===== src/rtl/load_store_unit.sv =====
// MEM-stage load/store front end for a word-addressed memory without byte enables.
// Sub-word stores are done as read (IDLE) then write of the merged word (MERGE).
module load_store_unit #(
  parameter int unsigned ADDR_WIDTH = 32,
  parameter int unsigned MEM_WORDS  = 2048
) (
  input  logic                  clk,
  input  logic                  rst_,
  input  logic                  req_load,
  input  logic                  req_store,
  input  logic [2:0]            funct3,
  input  logic [ADDR_WIDTH-1:0] addr,
  input  logic [31:0]           wdata,
  output logic                  stall,
  output logic [31:0]           rdata,
  output logic                  rvalid,
  output logic                  misaligned,
  output logic                  access_fault,
  output logic                  mem_rd,
  output logic                  mem_wrt,
  output logic [31:0]           mem_addr,
  output logic [31:0]           mem_wdata,
  input  logic [31:0]           mem_rdata
);

  typedef enum logic [0:0] {IDLE, MERGE} state_t;

  state_t                state_q, state_d;
  logic [31:0]           buf_q, buf_d;
  logic [31:0]           rdata_q, rdata_d;
  logic                  rvalid_q, rvalid_d;
  logic                  mis_q, mis_d;
  logic                  fault_q, fault_d;

  logic [ADDR_WIDTH-3:0] widx;
  logic                  any_req, oob, illegal, unaligned;
  logic [7:0]            lane_b;
  logic [15:0]           lane_h;
  logic [31:0]           load_ext, merged;

  assign widx     = addr[ADDR_WIDTH-1:2];
  assign mem_addr = 32'(widx);
  assign oob      = 64'(widx) >= 64'(MEM_WORDS);
  assign any_req  = req_load | req_store;

  always_comb begin
    illegal = 1'b0;
    if (req_load && req_store)
      illegal = 1'b1;
    else if (req_load)
      illegal = !(funct3 inside {3'd0, 3'd1, 3'd2, 3'd4, 3'd5});
    else if (req_store)
      illegal = !(funct3 inside {3'd0, 3'd1, 3'd2});
    if (any_req && oob)
      illegal = 1'b1;
    unaligned = (funct3[1:0] == 2'b01 && addr[0]) ||
                (funct3[1:0] == 2'b10 && addr[1:0] != 2'b00);
  end

  always_comb begin
    lane_b = mem_rdata[{addr[1:0], 3'b000} +: 8];
    lane_h = addr[1] ? mem_rdata[31:16] : mem_rdata[15:0];
    case (funct3)
      3'd0:    load_ext = {{24{lane_b[7]}}, lane_b};
      3'd1:    load_ext = {{16{lane_h[15]}}, lane_h};
      3'd4:    load_ext = {24'b0, lane_b};
      3'd5:    load_ext = {16'b0, lane_h};
      default: load_ext = mem_rdata;
    endcase
    merged = mem_rdata;
    if (funct3[1:0] == 2'b00)
      merged[{addr[1:0], 3'b000} +: 8] = wdata[7:0];
    else
      merged[{addr[1], 4'b0000} +: 16] = wdata[15:0];
  end

  always_comb begin
    state_d   = state_q;
    buf_d     = buf_q;
    rdata_d   = rdata_q;
    rvalid_d  = 1'b0;
    mis_d     = 1'b0;
    fault_d   = 1'b0;
    mem_rd    = 1'b0;
    mem_wrt   = 1'b0;
    stall     = 1'b0;
    mem_wdata = wdata;
    case (state_q)
      IDLE: begin
        if (any_req) begin
          if (illegal) begin
            fault_d = 1'b1;
          end else if (unaligned) begin
            mis_d = 1'b1;
          end else if (req_load) begin
            mem_rd   = 1'b1;
            rvalid_d = 1'b1;
            rdata_d  = load_ext;
          end else if (funct3[1:0] == 2'b10) begin
            mem_wrt = 1'b1;
          end else begin
            mem_rd  = 1'b1;
            stall   = 1'b1;
            buf_d   = merged;
            state_d = MERGE;
          end
        end
      end
      MERGE: begin
        // Held request is consumed here, not re-decoded.
        mem_wrt   = 1'b1;
        mem_wdata = buf_q;
        state_d   = IDLE;
      end
      default: state_d = IDLE;
    endcase
    // Strobes drop the moment reset asserts so an in-flight merge never writes.
    if (!rst_) begin
      mem_rd  = 1'b0;
      mem_wrt = 1'b0;
      stall   = 1'b0;
    end
  end

  always_ff @(posedge clk or negedge rst_) begin
    if (!rst_) begin
      state_q  <= IDLE;
      buf_q    <= '0;
      rdata_q  <= '0;
      rvalid_q <= 1'b0;
      mis_q    <= 1'b0;
      fault_q  <= 1'b0;
    end else begin
      state_q  <= state_d;
      buf_q    <= buf_d;
      rdata_q  <= rdata_d;
      rvalid_q <= rvalid_d;
      mis_q    <= mis_d;
      fault_q  <= fault_d;
    end
  end

  assign rdata        = rdata_q;
  assign rvalid       = rvalid_q;
  assign misaligned   = mis_q;
  assign access_fault = fault_q;

endmodule


===== config.mk =====
export PLATFORM = sky130hd
export DESIGN_NAME = load_store_unit
export DESIGN_NICKNAME = d
export VERILOG_FILES = /design/src/rtl/load_store_unit.sv
export SDC_FILE = /design/constraint.sdc
export NUM_CORES = 1
export LEC_CHECK = 0
export BUFFER_PORTS_ARGS = -buffer_cell sky130_fd_sc_hd__buf_4
export CAP_MARGIN = 20
export CORE_ASPECT_RATIO = 1.75
export CORE_UTILIZATION = 52
export CTS_CLUSTER_SIZE = 30
export DETAILED_ROUTE_END_ITERATION = 7
export GPL_TIMING_DRIVEN = 0
export PLACE_DENSITY_LB_ADDON = 0.05
export SLEW_MARGIN = 10
export SYNTH_ARGS = -nofsm -noshare
export SYNTH_HDL_FRONTEND = slang
export SYNTH_SLANG_ARGS = --single-unit

===== constraint.sdc =====
create_clock -name clk -period 5.3 [get_ports clk]
set_clock_uncertainty 0.1 [all_clocks]
set_input_delay 1.06 -clock clk [delete_from_list [all_inputs] [get_ports clk]]
set_output_delay 1.06 -clock clk [all_outputs]
set_load 0.02 [all_outputs]

==> results.md <==
- Nets@finish: 717
- Rel. slew slack: 0.4185
- Die H: 125.3 um
- Post-synthesis simple-gate area fraction: 0.06042
- Post-synthesis adder-cell area fraction: 0.01386
- Buf/Inv on CP: 6
- Yosys top cell by area: dfrtp_1
- Gr ovfl total: 0
- Finish-stage setup viols: 0
- Inst Count DP: a little over 700
- Synth Cell Area: 0.004514 mm^2
- Placer Congestion: around 0.90
- Post-CTS resize count: 0
- Minimum clock period: 4.768 ns
- Area added between synthesis and finish: 41.24%
- Hold_ws: 0.3821 ns
- CP top delay family: buffers and inverters
- DP Wirelength: 10800 um
- Slew @ Worst Pin: 0.8723 ns
- Achievable Freq: between 200 and 250 MHz
- Total GRT Usage: 0.3005
- Post-synthesis sequential area ratio: 0.3769
- CP Data Arrival Time: between 3 and 4 ns
- RSZ-0062 raised after global routing: no
- Largest family of logic cells by synthesized area: multiplexers
- Cell mode on critical path: buf_4
- Peak VDD IR: 0.1871 mV
- Area after DPL: 0.006096 mm^2
- Worst setup EP type: output port
- Post-CTS Setup Repair Bufs: 0
- Max cap viols: 0
- YS warnings: 0
- CP max-delay cell: nor4_4
- Initial antenna violation count: 0
- Worst endpoint required time: around 4.1 ns
- Cell Chain, Critical Path: buf_4 -> buf_2 -> inv_1 -> clkbuf_1 -> ha_1 -> o211ai_1 -> nor4_4 -> buf_4 -> and2_1 -> buf_4
- Fin util: 0.7620
- Largest net degree at the start of global routing: 73
- Max Slew Vio Count: 0
- TritonCTS clock tree: done
- Leakage: 3.244 nW
- Detail Route Antenna Nets: 0
- H-tree level count: 3
- CTS sink cnt: 68
- Yosys cell types: 45
- DRC: 2
- Final WS setup: roughly 0.53 ns
- Initial core utilization: 0.5395
- Delay of the slowest critical-path stage: 0.56 ns
- Top Ports: 205
- Die Wd: between 70 and 80 um
- Fillcell total: around 630
- Vias in the first global route: between 4000 and 5000
- Final Total Pwr: between 1 and 1.5 mW
- Syn avg cell area: around 11 um^2
- Vias: 4167
- Final Non-Filler Cells: 729
- Critical path launch point type: primary input
- Total CTS buffers: 9
- #FFs+latches synth: 68
- Initial DRT Pass Iterations: 8
- Yosys top cell area share: 0.3769
- CP Max Fanout: 12
- Vias/cell: between 5 and 6
- Synth top area cells: dfrtp_1, mux2_2, mux2i_1
- Layout cell share with drive strength beyond 1: 0.5147
- Multiplexer share of the synthesized area: 0.2763
- Outcome: complete, but fails checks
- Cells after Synth: 406
- TNS Setup: 0 ns
- Clock Latency Late Sink: 0.33 ns
- XOR/XNOR Fraction of Synth Area: 0
- Wire length per cell: 18.54 um
- Clock slew at reported path FFs: about 0.060 ns
- Hold violation count in the final report: 0
- Final instance area: 0.006376 mm^2
- Post-CTS Hold Fix Bufs: 0
- HP Class: register to register
- CP Class: primary input to output port
- ANT cells: 0
- Core area: between 0.008 and 0.009 mm^2
- Clock root buffer: clkbuf_16
- Clock Path Buffers: 2
- Post-synthesis compound-gate area fraction: 0.1644
- Fin crit share: 0.8996
- Initial DRC Count: about 260
- Detailed Route WL: 13520 um
- Post-place setup slack: 0.5070 ns
- Input/output buffers: 191
- Die area: 0.009072 mm^2
- PwrDens: 216.9 mW/mm^2
- Failing checks: design-rule violations
- Global-route wire length before repair: 20690 um
- Num rows: 44
routing by layer:
metal  share of wire  vias up  routed length, um  global-route usage
li1                -     1912                  -                   -
met1            0.35     2000               4726              0.3276
met2            0.53      211               7176              0.5239
met3           0.065       44                874             0.05157
met4           0.055        0                738              0.1880
met5               0        -                  0                   0
flip-flops by register name, summed over array words and instances (netlist names):
signal	count
rdata	32
buf_q	32
access_fault	1
rvalid	1
state_q	1
misaligned	1
cell usage after synthesis:
cell type	n
dfrtp_1	68
mux2_2	61
mux2i_1	38
buf_4	36
a22o_1	32
inv_1	29
a222oi_1	16
clkbuf_1	15
mux2_1	12
nor2b_1	9
o21ai_0	9
o22ai_1	9
a21oi_1	8
a2bb2oi_1	7
ha_1	5
nor2_1	5
nor4_1	4
buf_1	3
buf_2	3
nand2b_1	3
a41o_1	2
buf_6	2
mux4_2	2
nand2_1	2
nand3b_1	2
nor3_1	2
nor3b_1	2
nor4_4	2
o211ai_1	2
a21boi_0	1
a221o_1	1
a22oi_2	1
a32oi_1	1
and2_1	1
and4_1	1
and4b_1	1
conb_1	1
nand3_1	1
nand4_2	1
nor4b_1	1
o21a_1	1
o21ba_2	1
o31ai_1	1
or2_2	1
or3_1	1
path summary, 6_finish.rpt:
kind	startpoint	to	slack (ns)	cells after the start
max in group asynchronous	rst_	rdata[13]$_DFFE_PN0P_	3.79	1
hold / removal	buf_q[1]$_DFFE_PN0P_	buf_q[1]$_DFFE_PN0P_	0.38	1
setup reg to reg	state_q$_DFF_PN0_	buf_q[4]$_DFFE_PN0P_	3.00	6
min in group asynchronous	rst_	buf_q[22]$_DFFE_PN0P_	0.75	1
setup / recovery	addr[1]	stall	0.53	10
hold reg to reg	buf_q[1]$_DFFE_PN0P_	buf_q[1]$_DFFE_PN0P_	0.38	1
where the power goes:
group	switching [mW]	internal (mW)	leakage (nW)	total, mW
registers	0.000118	0.520	0.827	0.520
clock network	0.223	0.330	0.132	0.552
logic	0.161	0.150	2.29	0.311
total	0.383	1.00	3.24	1.38
worst reg2reg max path, delay by kind of cell (launching register included):
kind            cells  cell delay (ns)
compound gates      1             0.22
buf+inv             3             0.61
flops               1             0.35
mux                 1             0.34
simple gates        1             0.57
cell usage in the layout (no fill, tap or decap), drive strengths merged, types with 2 or more instances in the layout:
cell type and instances:
nand2b 3, clkinvlp 2, clkbuf 26, nand3b 2, o22ai 9, mux2 73
buf 235, mux4 2, nor2b 9, a22o 32, a41o 2, a222oi 16
clkinv 3, a2bb2oi 7, nor2 5, dfrtp 68, nor4 6, nor3 2
a21oi 8, nand2 2, o211ai 2, nor3b 2, ha 5, o21ai 9
mux2i 38, conb 2, inv 29
cell families (layout without fill, tap and decap cells):
kind of cell	count (synthesis)	after routing
AO/OA/AOI/OAI	92	92
adder cells (fa/ha/maj)	5	5
buffers and inverters	88	295
flip-flops	68	68
multiplexers	113	113
other	1	2
AND/OR/NAND/NOR	39	39
final cells by class:
| class | count | area [um^2] | area share |
|---|---|---|---|
| Sequential cell | 68 | 1702 | 0.2669 |
| Multi-Input combinational cell | 251 | 2332 | 0.3658 |
| Clock inverter | 5 | 37.54 | 0.005887 |
| Tap cell | 115 | 143.9 | 0.02257 |
| Inverter | 29 | 108.9 | 0.01707 |
| Buffer | 59 | 375.4 | 0.05887 |
| Timing Repair Buffer | 191 | 1434 | 0.2249 |
| Clock buffer | 11 | 242.7 | 0.03807 |
(Power assumes the default switching activity.)
